`config.mk`:
```
export PLATFORM = sky130hd
export DESIGN_NAME = stream_chunk_gate_flat
export DESIGN_NICKNAME = d
export VERILOG_FILES = /design/src/rtl/stream_chunk_gate_pkg.sv /design/src/rtl/stream_chunk_gate_if.sv /design/src/rtl/stream_chunk_ctx.sv /design/src/rtl/stream_chunk_gate.sv /design/src/flat_wrapper.sv
export SDC_FILE = /design/constraint.sdc
export NUM_CORES = 1
export LEC_CHECK = 0
export ABC_AREA = 1
export BUFFER_PORTS_ARGS = -buffer_cell sky130_fd_sc_hd__buf_2
export CAP_MARGIN = 0
export CORE_AREA = 2 2 471 473
export CTS_BUF_LIST = sky130_fd_sc_hd__clkbuf_8
export CTS_CLUSTER_DIAMETER = 150
export CTS_CLUSTER_SIZE = 10
export DETAILED_ROUTE_END_ITERATION = 10
export DIE_AREA = 0 0 473 475
export GPL_ROUTABILITY_DRIVEN = 0
export PLACE_DENSITY_LB_ADDON = 0.15
export RECOVER_POWER = 50
export SYNTH_ARGS = -nofsm -noshare
export SYNTH_HDL_FRONTEND = slang
export SYNTH_SLANG_ARGS = --single-unit
```
`constraint.sdc`:
```
create_clock -name clk -period 33.5 [get_ports clk]
set_clock_uncertainty 0.2 [all_clocks]
set_input_delay 6.7 -clock clk [delete_from_list [all_inputs] [get_ports clk]]
set_output_delay 6.7 -clock clk [all_outputs]
set_load 0.01 [all_outputs]
```
`src/rtl/stream_chunk_gate_pkg.sv`:
```
// Shared constants and types for stream_chunk_gate: instruction codes, no-beat type code,
// per-stream packet state.
package stream_chunk_gate_pkg;

  localparam logic [1:0] INSTR_IDLE  = 2'd0;
  localparam logic [1:0] INSTR_DROP  = 2'd1;
  localparam logic [1:0] INSTR_PASS  = 2'd2;
  localparam logic [1:0] INSTR_LIMIT = 2'd3;

  localparam logic [1:0] TYPE_NONE = 2'd0;

  typedef enum logic [1:0] {
    ST_IDLE  = 2'd0,
    ST_PASS  = 2'd1,
    ST_DROP  = 2'd2,
    ST_TRUNC = 2'd3
  } stream_state_e;

  function automatic logic is_beat(input logic [1:0] typ);
    return typ != TYPE_NONE;
  endfunction

endpackage

```
`src/rtl/stream_chunk_gate_if.sv`:
```
// Stream link: forward beat fields plus the backward instruction path travelling the other way.
// master drives beats and receives instructions; slave receives beats and drives instructions.
interface stream_chunk_gate_if #(
  parameter int unsigned DATA_WIDTH                  = 512,
  parameter int unsigned STREAM_ID_NUM               = 16,
  parameter int unsigned CHUNK_ID_NUM                = 32,
  parameter int unsigned CHANNEL_ID_NUM              = 1024,
  parameter int unsigned STATE_WIDTH                 = 32,
  parameter int unsigned INSTRUCTION_WIDTH           = 2,
  parameter int unsigned INSTRUCTION_PARAMETER_WIDTH = 16
);
  localparam int unsigned SID_W   = $clog2(STREAM_ID_NUM);
  localparam int unsigned CHUNK_W = $clog2(CHUNK_ID_NUM);
  localparam int unsigned CID_W   = $clog2(CHANNEL_ID_NUM);

  logic [DATA_WIDTH-1:0]                  Data;
  logic [1:0]                             Type;
  logic                                   Last;
  logic [SID_W-1:0]                       StreamID;
  logic [CHUNK_W-1:0]                     ChunkID;
  logic [CID_W-1:0]                       ChannelID;
  logic [STATE_WIDTH-1:0]                 State;

  logic [INSTRUCTION_WIDTH-1:0]           InstructionType;
  logic [SID_W-1:0]                       InstructionStreamID;
  logic [CID_W-1:0]                       InstructionChannelID;
  logic [INSTRUCTION_PARAMETER_WIDTH-1:0] InstructionParameter;

  modport master (
    output Data, Type, Last, StreamID, ChunkID, ChannelID, State,
    input  InstructionType, InstructionStreamID, InstructionChannelID, InstructionParameter
  );

  modport slave (
    input  Data, Type, Last, StreamID, ChunkID, ChannelID, State,
    output InstructionType, InstructionStreamID, InstructionChannelID, InstructionParameter
  );

endinterface

```
`src/rtl/stream_chunk_ctx.sv`:
```
// Per-stream context register file: enable bit, packet state and chunk counter,
// with a combinational indexed read and independent write ports.
module stream_chunk_ctx
  import stream_chunk_gate_pkg::*;
#(
  parameter int unsigned STREAM_ID_NUM = 16,
  parameter int unsigned CHUNK_ID_NUM  = 32,
  localparam int unsigned SID_W        = $clog2(STREAM_ID_NUM),
  localparam int unsigned CHUNK_W      = $clog2(CHUNK_ID_NUM)
) (
  input  logic               clk,
  input  logic               rst,
  input  logic [SID_W-1:0]   rd_sid,
  output logic               rd_en_c,
  output stream_state_e      rd_st_c,
  output logic [CHUNK_W-1:0] rd_cnt_c,
  input  logic               ctx_wr,
  input  logic [SID_W-1:0]   ctx_wr_sid,
  input  stream_state_e      ctx_wr_st,
  input  logic [CHUNK_W-1:0] ctx_wr_cnt,
  input  logic               en_wr,
  input  logic [SID_W-1:0]   en_wr_sid,
  input  logic               en_wr_val
);

  logic [STREAM_ID_NUM-1:0] en_q;
  stream_state_e            st_q  [STREAM_ID_NUM];
  logic [CHUNK_W-1:0]       cnt_q [STREAM_ID_NUM];

  assign rd_en_c  = en_q[rd_sid];
  assign rd_st_c  = st_q[rd_sid];
  assign rd_cnt_c = cnt_q[rd_sid];

  // Packet state and counter, written back on every beat of the addressed stream
  always_ff @(posedge clk or posedge rst) begin
    if (rst) begin
      for (int unsigned i = 0; i < STREAM_ID_NUM; i++) begin
        st_q[i]  <= ST_IDLE;
        cnt_q[i] <= '0;
      end
    end else if (ctx_wr) begin
      st_q[ctx_wr_sid]  <= ctx_wr_st;
      cnt_q[ctx_wr_sid] <= ctx_wr_cnt;
    end
  end

  // Enable bits, written by DROP/PASS instructions
  always_ff @(posedge clk or posedge rst) begin
    if (rst) begin
      en_q <= '1;
    end else if (en_wr) begin
      en_q[en_wr_sid] <= en_wr_val;
    end
  end

endmodule

```
`src/rtl/stream_chunk_gate.sv`:
```
// Registered stream stage: rewrites ChunkID per stream, gates packets on DROP/PASS/LIMIT
// commands, forwards the instruction path upstream. Optional macro CHUNK_OVF_CHECK_EN.
module stream_chunk_gate
  import stream_chunk_gate_pkg::*;
#(
  parameter int unsigned DATA_WIDTH                  = 512,
  parameter int unsigned STREAM_ID_NUM               = 16,
  parameter int unsigned CHUNK_ID_NUM                = 32,
  parameter int unsigned CHANNEL_ID_NUM              = 1024,
  parameter int unsigned STATE_WIDTH                 = 32,
  parameter int unsigned INSTRUCTION_WIDTH           = 2,
  parameter int unsigned INSTRUCTION_PARAMETER_WIDTH = 16
) (
  input  logic                clk,
  input  logic                rst,
  stream_chunk_gate_if.slave  up,
  stream_chunk_gate_if.master dn
`ifdef CHUNK_OVF_CHECK_EN
  ,
  output logic                err_ChunkOverflow
`endif
);

  localparam int unsigned SID_W   = $clog2(STREAM_ID_NUM);
  localparam int unsigned CHUNK_W = $clog2(CHUNK_ID_NUM);

  logic                rd_en_c;
  stream_state_e       rd_st_c;
  logic [CHUNK_W-1:0]  rd_cnt_c;
  logic [CHUNK_W:0]    limit_q;

  stream_state_e       cur_st_c;
  stream_state_e       nxt_st_c;
  logic [CHUNK_W-1:0]  nxt_cnt_c;
  logic                ctx_wr_c;
  logic                trunc_c;
  logic [1:0]          out_type_c;
  logic                out_last_c;
  logic                en_wr_c;
  logic                en_val_c;
`ifdef CHUNK_OVF_CHECK_EN
  localparam logic [CHUNK_W-1:0] CNT_MAX = CHUNK_W'(CHUNK_ID_NUM - 1);
  logic                ovf_set_c;
`endif

  stream_chunk_ctx #(
    .STREAM_ID_NUM (STREAM_ID_NUM),
    .CHUNK_ID_NUM  (CHUNK_ID_NUM)
  ) u_ctx (
    .clk        (clk),
    .rst        (rst),
    .rd_sid     (up.StreamID),
    .rd_en_c    (rd_en_c),
    .rd_st_c    (rd_st_c),
    .rd_cnt_c   (rd_cnt_c),
    .ctx_wr     (ctx_wr_c),
    .ctx_wr_sid (up.StreamID),
    .ctx_wr_st  (nxt_st_c),
    .ctx_wr_cnt (nxt_cnt_c),
    .en_wr      (en_wr_c),
    .en_wr_sid  (SID_W'(dn.InstructionStreamID)),
    .en_wr_val  (en_val_c)
  );

  assign en_wr_c  = (dn.InstructionType == INSTR_DROP) || (dn.InstructionType == INSTR_PASS);
  assign en_val_c = (dn.InstructionType == INSTR_PASS);

  // Per-stream packet FSM for the addressed stream; IDLE resolves to PASS/DROP on the first beat
  always_comb begin
    cur_st_c   = rd_st_c;
    nxt_st_c   = rd_st_c;
    nxt_cnt_c  = rd_cnt_c;
    ctx_wr_c   = 1'b0;
    out_type_c = TYPE_NONE;
    out_last_c = 1'b0;
`ifdef CHUNK_OVF_CHECK_EN
    ovf_set_c  = 1'b0;
`endif
    trunc_c    = (limit_q != '0) && ({1'b0, rd_cnt_c} >= (limit_q - (CHUNK_W+1)'(1)));

    if (rd_st_c == ST_IDLE) begin
      cur_st_c = rd_en_c ? ST_PASS : ST_DROP;
    end

    if (is_beat(up.Type)) begin
      ctx_wr_c = 1'b1;
      if (cur_st_c == ST_PASS) begin
        out_type_c = up.Type;
        out_last_c = up.Last;
        if (up.Last) begin
          nxt_st_c  = ST_IDLE;
          nxt_cnt_c = '0;
        end else if (trunc_c) begin
          out_last_c = 1'b1;
          nxt_st_c   = ST_TRUNC;
          nxt_cnt_c  = '0;
        end else begin
          nxt_st_c  = ST_PASS;
          nxt_cnt_c = rd_cnt_c + CHUNK_W'(1);
`ifdef CHUNK_OVF_CHECK_EN
          if (rd_cnt_c == CNT_MAX) begin
            nxt_cnt_c = rd_cnt_c;
            ovf_set_c = 1'b1;
          end
`endif
        end
      end else begin
        nxt_st_c = up.Last ? ST_IDLE : cur_st_c;
        if (up.Last) begin
          nxt_cnt_c = '0;
        end
      end
    end
  end

  // Forward beat, backward instruction and global limit registers
  always_ff @(posedge clk or posedge rst) begin
    if (rst) begin
      dn.Data                 <= '0;
      dn.Type                 <= TYPE_NONE;
      dn.Last                 <= 1'b0;
      dn.StreamID             <= '0;
      dn.ChunkID              <= '0;
      dn.ChannelID            <= '0;
      dn.State                <= '0;
      up.InstructionType      <= '0;
      up.InstructionStreamID  <= '0;
      up.InstructionChannelID <= '0;
      up.InstructionParameter <= '0;
      limit_q                 <= '0;
    end else begin
      dn.Data                 <= up.Data;
      dn.Type                 <= out_type_c;
      dn.Last                 <= out_last_c;
      dn.StreamID             <= up.StreamID;
      dn.ChunkID              <= rd_cnt_c;
      dn.ChannelID            <= up.ChannelID;
      dn.State                <= up.State;
      up.InstructionType      <= dn.InstructionType;
      up.InstructionStreamID  <= dn.InstructionStreamID;
      up.InstructionChannelID <= dn.InstructionChannelID;
      up.InstructionParameter <= dn.InstructionParameter;
      if (dn.InstructionType == INSTR_LIMIT) begin
        limit_q <= dn.InstructionParameter[CHUNK_W:0];
      end
    end
  end

`ifdef CHUNK_OVF_CHECK_EN
  // Sticky until reset
  always_ff @(posedge clk or posedge rst) begin
    if (rst) begin
      err_ChunkOverflow <= 1'b0;
    end else if (ovf_set_c) begin
      err_ChunkOverflow <= 1'b1;
    end
  end
`endif

endmodule

```
`src/flat_wrapper.sv`:
```
// flat-port wrapper written by rule: the top's interface ports become plain ports
module stream_chunk_gate_flat import stream_chunk_gate_pkg::*;
#(
  parameter int unsigned DATA_WIDTH                  = 512,
  parameter int unsigned STREAM_ID_NUM               = 16,
  parameter int unsigned CHUNK_ID_NUM                = 32,
  parameter int unsigned CHANNEL_ID_NUM              = 1024,
  parameter int unsigned STATE_WIDTH                 = 32,
  parameter int unsigned INSTRUCTION_WIDTH           = 2,
  parameter int unsigned INSTRUCTION_PARAMETER_WIDTH = 16
)
  (clk, rst, up_Data, up_Type, up_Last, up_StreamID, up_ChunkID, up_ChannelID, up_State, up_InstructionType, up_InstructionStreamID, up_InstructionChannelID, up_InstructionParameter, dn_Data, dn_Type, dn_Last, dn_StreamID, dn_ChunkID, dn_ChannelID, dn_State, dn_InstructionType, dn_InstructionStreamID, dn_InstructionChannelID, dn_InstructionParameter);
  stream_chunk_gate_if #(.DATA_WIDTH(DATA_WIDTH), .STREAM_ID_NUM(STREAM_ID_NUM), .CHUNK_ID_NUM(CHUNK_ID_NUM), .CHANNEL_ID_NUM(CHANNEL_ID_NUM), .STATE_WIDTH(STATE_WIDTH), .INSTRUCTION_WIDTH(INSTRUCTION_WIDTH), .INSTRUCTION_PARAMETER_WIDTH(INSTRUCTION_PARAMETER_WIDTH)) up_i ();
  stream_chunk_gate_if #(.DATA_WIDTH(DATA_WIDTH), .STREAM_ID_NUM(STREAM_ID_NUM), .CHUNK_ID_NUM(CHUNK_ID_NUM), .CHANNEL_ID_NUM(CHANNEL_ID_NUM), .STATE_WIDTH(STATE_WIDTH), .INSTRUCTION_WIDTH(INSTRUCTION_WIDTH), .INSTRUCTION_PARAMETER_WIDTH(INSTRUCTION_PARAMETER_WIDTH)) dn_i ();
  input  logic clk;
  input  logic rst;
  input wire logic [$bits(up_i.Data)-1:0] up_Data;
  input wire logic [$bits(up_i.Type)-1:0] up_Type;
  input wire logic [$bits(up_i.Last)-1:0] up_Last;
  input wire logic [$bits(up_i.StreamID)-1:0] up_StreamID;
  input wire logic [$bits(up_i.ChunkID)-1:0] up_ChunkID;
  input wire logic [$bits(up_i.ChannelID)-1:0] up_ChannelID;
  input wire logic [$bits(up_i.State)-1:0] up_State;
  output wire logic [$bits(up_i.InstructionType)-1:0] up_InstructionType;
  output wire logic [$bits(up_i.InstructionStreamID)-1:0] up_InstructionStreamID;
  output wire logic [$bits(up_i.InstructionChannelID)-1:0] up_InstructionChannelID;
  output wire logic [$bits(up_i.InstructionParameter)-1:0] up_InstructionParameter;
  output wire logic [$bits(dn_i.Data)-1:0] dn_Data;
  output wire logic [$bits(dn_i.Type)-1:0] dn_Type;
  output wire logic [$bits(dn_i.Last)-1:0] dn_Last;
  output wire logic [$bits(dn_i.StreamID)-1:0] dn_StreamID;
  output wire logic [$bits(dn_i.ChunkID)-1:0] dn_ChunkID;
  output wire logic [$bits(dn_i.ChannelID)-1:0] dn_ChannelID;
  output wire logic [$bits(dn_i.State)-1:0] dn_State;
  input wire logic [$bits(dn_i.InstructionType)-1:0] dn_InstructionType;
  input wire logic [$bits(dn_i.InstructionStreamID)-1:0] dn_InstructionStreamID;
  input wire logic [$bits(dn_i.InstructionChannelID)-1:0] dn_InstructionChannelID;
  input wire logic [$bits(dn_i.InstructionParameter)-1:0] dn_InstructionParameter;
  assign up_i.Data = up_Data;
  assign up_i.Type = up_Type;
  assign up_i.Last = up_Last;
  assign up_i.StreamID = up_StreamID;
  assign up_i.ChunkID = up_ChunkID;
  assign up_i.ChannelID = up_ChannelID;
  assign up_i.State = up_State;
  assign up_InstructionType = up_i.InstructionType;
  assign up_InstructionStreamID = up_i.InstructionStreamID;
  assign up_InstructionChannelID = up_i.InstructionChannelID;
  assign up_InstructionParameter = up_i.InstructionParameter;
  assign dn_Data = dn_i.Data;
  assign dn_Type = dn_i.Type;
  assign dn_Last = dn_i.Last;
  assign dn_StreamID = dn_i.StreamID;
  assign dn_ChunkID = dn_i.ChunkID;
  assign dn_ChannelID = dn_i.ChannelID;
  assign dn_State = dn_i.State;
  assign dn_i.InstructionType = dn_InstructionType;
  assign dn_i.InstructionStreamID = dn_InstructionStreamID;
  assign dn_i.InstructionChannelID = dn_InstructionChannelID;
  assign dn_i.InstructionParameter = dn_InstructionParameter;
  stream_chunk_gate #(.DATA_WIDTH(DATA_WIDTH), .STREAM_ID_NUM(STREAM_ID_NUM), .CHUNK_ID_NUM(CHUNK_ID_NUM), .CHANNEL_ID_NUM(CHANNEL_ID_NUM), .STATE_WIDTH(STATE_WIDTH), .INSTRUCTION_WIDTH(INSTRUCTION_WIDTH), .INSTRUCTION_PARAMETER_WIDTH(INSTRUCTION_PARAMETER_WIDTH)) u_core (.clk(clk), .rst(rst), .up(up_i), .dn(dn_i));
endmodule
```
==> impl_metrics.json, run 1 <==
{
  "status": "finished with violations",
  "violations": "max-capacitance violations, max-slew violations",
  "worstMarginPinSlew_ns": 7.93,
  "ys_seq_area_frac": 0.829,
  "min_period_ns": 17.02,
  "dp_cells": 5675,
  "synth_top_area_cell": "dfrtp_1",
  "fin_cells": 5814,
  "cts_setup_buffers": 0,
  "hold_viol": 0,
  "io_pins": 1198,
  "synth.avg_cell_area_um2": 13.6,
  "cp-start-kind": "primary input",
  "hold_path_class": "flop to flop",
  "ff2ff_setup_slack_ns": 29.82,
  "netlist_top_cells_area": "dfrtp_1, nand2_1, dfstp_2",
  "synthXorXnorAreaFrac": 0.00119,
  "final_net_count": 3499,
  "grt_setup_unrepaired": "no",
  "power_density_nw_per_um2": 54.6,
  "drt-total-wl_mm": 150,
  "fp.dieW_um": 473,
  "start_util": 0.101,
  "grt_pass1_vias": 18300,
  "ctsLongestPathBuffers": 3,
  "grt_util_all_layers": 0.130,
  "grt_use_met1": 0.134,
  "synth_cell_types": 32,
  "synthMuxAreaShare": 0,
  "htree_num_levels": 3,
  "synth-adder-area-share": 0.00509,
  "antenna_found_initial": 193,
  "max_freq_ghz": 0.0588,
  "clock_sinks": 732,
  "synth-main-ff-cell": "dfrtp_1",
  "slew_violations": 404,
  "cp.required_ns": 32.24,
  "grt_util_met3": 0.0664,
  "vias": 17500,
  "setup-tns-final_ns": 0,
  "grt_max_degree": 146,
  "synthTopCellsByCount": "dfrtp_1, nand2_1, inv_1",
  "via_per_inst": 3.01,
  "cts-hold-fix-buffers": 0,
  "grt_use_met2": 0.232,
  "vdd_ir_drop_max_mv": 0.0269,
  "async_flop_share": 1.00,
  "rows": 172,
  "drc": 0,
  "endpoint_kind": "async pin",
  "cts_resized": 0,
  "setup_viol": 0,
  "max_slew_margin": -4.29,
  "core_um2": 219000,
  "grt_pass1_wl_mm": 191,
  "die_height_um": 475,
  "port_buffers": 1192,
  "insertion_delay_ns": 0.84,
  "post_dp_cell_area_um2": 31600,
  "dieArea_um2": 225000,
  "ys_ff_latch": 732,
  "fin_area_um2": 32800,
  "syn_nets": 2232,
  "clk_pin_slew_ns": 0.09,
  "yosys_warnings": 0,
  "path_max_fanout": 145,
  "top_usage_layer": "met2",
  "worstPathArrival_ns": 15.76,
  "cap_viol_max_count": 6,
  "dpl.hpwl_mm": 123,
  "synthToLayoutAreaGrowth_pct": 48.4,
  "yosysMostFrequentCell": "dfrtp_1",
  "dp_slack_ns": 21.93,
  "setup_ws_ns": 16.48,
  "ant_nets": 0,
  "wire_per_inst_um": 25.8,
  "cts-root-buf": "clkbuf_8",
  "synth_top_area_frac": 0.810,
  "synth_area_um2": 22100,
  "numCtsBuffers": 84,
  "cts_tree": "done",
  "synthCells": 1623,
  "synth_top_family_by_area": "simple AND/OR/NAND/NOR gates",
  "first_pass_iters": 5,
  "p_leak_uw": 0.0161,
  "synth_compound_area_frac": 0.0109,
  "grt.overflow.total": 0,
  "synth-simple-area-share": 0.136,
  "fin_crit_sh": 0.508,
  "crit_type": "primary input to async pin",
  "layout-drive-gt1-share": 0.406,
  "drtIter0Drc": 916,
  "synth_edf_count": 0
}
==> path summary, 6_finish.rpt <==
check                                          to  cells after the start                    from
max                           u_core.dn.Data[234]                      3                     rst
min                        u_core.u_ctx.cnt_q[30]                      2  u_core.u_ctx.cnt_q[30]
max in group clk           u_core.u_ctx.cnt_q[60]                     20          up_StreamID[1]
max reg2reg                u_core.u_ctx.cnt_q[60]                     21  u_core.u_ctx.cnt_q[60]
min reg2reg                u_core.u_ctx.cnt_q[30]                      2  u_core.u_ctx.cnt_q[30]
min in group asynchronous     u_core.dn.State[22]                      2                     rst
==> cells by family after synthesis <==
| family | Yosys count |
|---|---|
| flops | 732 |
| simple gates | 751 |
| xor+xnor | 3 |
| compound gates | 44 |
| fa+ha+maj | 9 |
| buf+inv | 84 |
==> flip-flops by register name (all words and copies together), names as in the netlist, 2 cells and up <==
signal and count:
u_core.dn.ChannelID 10, u_core.dn.ChunkID 5, u_core.dn.Data 512, u_core.dn.State 32, u_core.dn.StreamID 4, u_core.dn.Type 2, u_core.limit_q 6, u_core.u_ctx.cnt_q 80
u_core.u_ctx.en_q 16, u_core.u_ctx.st_q 32, u_core.up.InstructionChannelID 10, u_core.up.InstructionParameter 16, u_core.up.InstructionStreamID 4, u_core.up.InstructionType 2
==> where the power goes <==
group / total, µW / leakage [µW] / internal, µW / switching, µW
sequential: 970 / 0.00876 / 944 / 26.4
combinational: 207 / 0.00659 / 68.7 / 139
clock: 616 / 0.000753 / 248 / 368
total: 1790 / 0.0161 / 1260 / 533
==> cells in the final DEF (no fill, tap or decap), types with 6 or more instances in the layout <==
| cell | netlist | final |
|---|---|---|
| a21oi_1 | 14 | 14 |
| a31oi_1 | 10 | 10 |
| buf_2 | 10 | 1035 |
| buf_4 | 6 | 11 |
| clkbuf_1 | 2 | 161 |
| clkbuf_8 | 0 | 85 |
| dfrtp_1 | 716 | 716 |
| dfstp_2 | 16 | 16 |
| diode_2 | 0 | 27 |
| ha_1 | 9 | 9 |
| inv_1 | 54 | 70 |
| nand2_1 | 656 | 656 |
| nand2_2 | 6 | 6 |
| nand2_4 | 6 | 6 |
| nand3_1 | 25 | 25 |
| nand4_1 | 7 | 7 |
| nor2_1 | 37 | 37 |
| o21ai_0 | 15 | 15 |
==> per-stage QoR <==
stage                     power (µW)  utilization  hold slack (ns)
after CTS                       1860        0.151            0.288
after floorplan                 1070            -            0.249
after detailed placement        1210        0.144            0.266
after global routing            1900        0.150            0.299
after global placement          1210        0.144            0.265
final                           1790        0.150            0.284
==> worst max-delay path, stage by stage <==
cell and delay [ns]:
buf_2 0.10, clkinvlp_2 2.96, clkbuf_1 5.69
==> area by class of cell <==
| class | instances | area (µm²) |
|---|---|---|
| fillers | 24900 | 186000 |
| flip-flops and latches | 732 | 18300 |
| repair buffers | 1207 | 5870 |
| well taps | 2871 | 3590 |
| multi-input cells | 807 | 3380 |
| clock buffers | 85 | 1170 |
| inverters | 58 | 223 |
| clock inverters | 27 | 199 |
| diodes | 27 | 67.6 |
==> metal layers <==
layer / wire [µm] / vias up
met5: 87 / -
met4: 5010 / 14
met3: 17400 / 431
met2: 75300 / 1044
met1: 52200 / 8505
li1: - / 7525
Note: power is estimated with default switching activity, not from simulation.
==> run 2, diff against run 1 <==
--- a/config.mk
+++ b/config.mk
@@ -5,15 +5,15 @@
 export SDC_FILE = /design/constraint.sdc
 export NUM_CORES = 1
 export LEC_CHECK = 0
-export ABC_AREA = 1
+export ABC_AREA = 0
 export BUFFER_PORTS_ARGS = -buffer_cell sky130_fd_sc_hd__buf_2
 export CAP_MARGIN = 0
-export CORE_AREA = 2 2 471 473
+export CORE_AREA = 2 2 469 471
 export CTS_BUF_LIST = sky130_fd_sc_hd__clkbuf_8
 export CTS_CLUSTER_DIAMETER = 150
 export CTS_CLUSTER_SIZE = 10
 export DETAILED_ROUTE_END_ITERATION = 10
-export DIE_AREA = 0 0 473 475
+export DIE_AREA = 0 0 471 473
 export GPL_ROUTABILITY_DRIVEN = 0
 export PLACE_DENSITY_LB_ADDON = 0.15
 export RECOVER_POWER = 50
==> constraint.sdc (replaced) <==
create_clock -name clk -period 16.8 [get_ports clk]
set_clock_uncertainty 0.2 [all_clocks]
set_input_delay 3.36 -clock clk [delete_from_list [all_inputs] [get_ports clk]]
set_output_delay 3.36 -clock clk [all_outputs]
set_load 0.01 [all_outputs]
==> impl_metrics.json, run 2 <==
{
  "endpoint_kind": "flop",
  "top_register": "u_core.dn.Data",
  "wire_per_inst_um": 25.6,
  "syn_nets": 1811,
  "grt_util_all_layers": 0.120,
  "dpl.hpwl_mm": 111,
  "numCtsBuffers": 85,
  "yosys_warnings": 0,
  "setup-tns-final_ns": 0,
  "synthCells": 1202,
  "max_slew_margin": -1.49,
  "synth_top_area_frac": 0.817,
  "die_height_um": 473,
  "final_net_count": 3068,
  "insertion_delay_ns": 0.82,
  "max_freq_ghz": 0.105,
  "hold_viol": 0,
  "final_cell_mix": "buf_2, dfrtp_1, nor2_1",
  "io_pins": 1198,
  "grt_pass1_vias": 16900,
  "cts-hold-fix-buffers": 0,
  "cap_viol_max_count": 8,
  "synth_edf_count": 0,
  "synth_area_um2": 21900,
  "grt.overflow.total": 0,
  "port_buffers": 1192,
  "rows": 172,
  "ys_seq_area_frac": 0.836,
  "first_pass_iters": 7,
  "dieArea_um2": 223000,
  "cp.required_ns": 17.30,
  "holdWs_ns": 0.309,
  "worstMarginPinSlew_ns": 3.73,
  "clock_sinks": 732,
  "synth_top_area_cell": "dfrtp_1",
  "cts-root-buf": "clkbuf_8",
  "grt_pass1_wl_mm": 177,
  "async_flop_share": 1.00,
  "synthTopCellsByCount": "dfrtp_1, nor2_1, a31oi_1",
  "power_density_nw_per_um2": 115,
  "slew_violations": 364,
  "synth.avg_cell_area_um2": 18.2,
  "vdd_ir_drop_max_mv": 0.0588,
  "cts_tree": "done",
  "ys_ff_latch": 732,
  "antenna_found_initial": 161,
  "largest_reg_flops": 512,
  "setup_viol": 0,
  "synth-main-ff-cell": "dfrtp_1",
  "path_max_fanout": 39,
  "cts_setup_buffers": 0,
  "drt-total-wl_mm": 138,
  "status": "finished with violations",
  "reg_top3": "u_core.dn.Data x512, u_core.u_ctx.cnt_q x80",
  "core_um2": 218000,
  "cts_resized": 0,
  "ctsLongestPathBuffers": 3,
  "htree_num_levels": 3,
  "yosysMostFrequentCell": "dfrtp_1",
  "min_period_ns": 9.52,
  "worstPathArrival_ns": 10.02,
  "vias": 16000,
  "grt_setup_unrepaired": "no",
  "synth_cell_types": 55,
  "violations": "max-capacitance violations, max-slew violations",
  "hold_path_class": "flop to flop",
  "synthToLayoutAreaGrowth_pct": 49.6,
  "drtIter0Drc": 805,
  "drc": 0,
  "final_common_cell": "buf_2",
  "crit_type": "primary input to flop",
  "p_leak_uw": 0.0151,
  "layout-drive-gt1-share": 0.551,
  "ant_nets": 0,
  "via_per_inst": 2.97,
  "fin_crit_sh": 0.567,
  "clk_pin_slew_ns": 0.08,
  "fp.dieW_um": 471,
  "cp-start-kind": "primary input",
  "grt_max_degree": 145,
  "netlist_top_cells_area": "dfrtp_1, mux4_2, dfstp_2",
  "start_util": 0.100
}
## run 2: stage by stage
step                area [µm²]  power (µW)   util  setup slack [ns]  cells
floorplan                21900        2310      -              3.22   1202
global placement         31500        2610  0.144              8.46   5243
detailed placement       31500        2610  0.144              8.51   5243
CTS                      32900        3920  0.151              9.43   5360
global route             32800        4020  0.150              6.64   5366
finish                   32800        3790  0.150              7.28   5387
## run 2: cell families after synthesis
group / Yosys count / share of synthesized area
DFF: 732 / 0.836
xor gates and xnor gates: 3 / 0.00120
AOI/OAI and AO/OA: 131 / 0.0502
and+or+nand+nor: 185 / 0.0364
buffers and inverters: 68 / 0.0157
muxes: 74 / 0.0549
adders and majority gates: 9 / 0.00514
## run 2: final timing paths
check	start	end	slack, ns	cells past startpoint
max	up_StreamID[0]	u_core.u_ctx.cnt_q[41]	7.28	12
min	u_core.u_ctx.st_q[22]	u_core.u_ctx.st_q[22]	0.31	1
max reg2reg	u_core.u_ctx.cnt_q[0]	u_core.u_ctx.cnt_q[41]	12.45	10
min reg2reg	u_core.u_ctx.st_q[22]	u_core.u_ctx.st_q[22]	0.31	1
max in group asynchronous	rst	u_core.dn.Data[498]	8.29	5
min in group asynchronous	rst	u_core.dn.Data[49]	2.53	2
## run 2: power by group
part / switching, µW / total, µW / leakage, µW / internal, µW
clock network: 740 / 1230 / 0.000776 / 491
registers: 78.4 / 2010 / 0.00855 / 1930
logic: 323 / 549 / 0.00573 / 226
total: 1140 / 3790 / 0.0151 / 2640
## run 2: worst max-delay path, stage by stage
cell      delay (ns)
buf_2           0.08
clkbuf_1        2.60
mux4_2          0.78
mux4_2          0.64
inv_1           0.13
ha_1            0.23
nand2b_1        0.14
a211oi_1        0.31
o211ai_1        0.21
a21oi_1         0.43
nand3_1         0.68
a31oi_1         0.39
## run 2: cell type report
cell class                 count  area, µm²
tap                         2871       3590
clock buffer                  87       1200
timing repair buffer        1213       6040
sequential                   732      18300
fill                       24600     185000
multi-input combinational    402       3290
inverter                      25       95.1
clock inverter                30        191
antenna                       27       67.6
## run 2: layer usage
layer  part of all wire  track usage
met5             0.0041            0
met4              0.028       0.0247
met3               0.12       0.0695
met1               0.38        0.135
met2               0.46        0.197
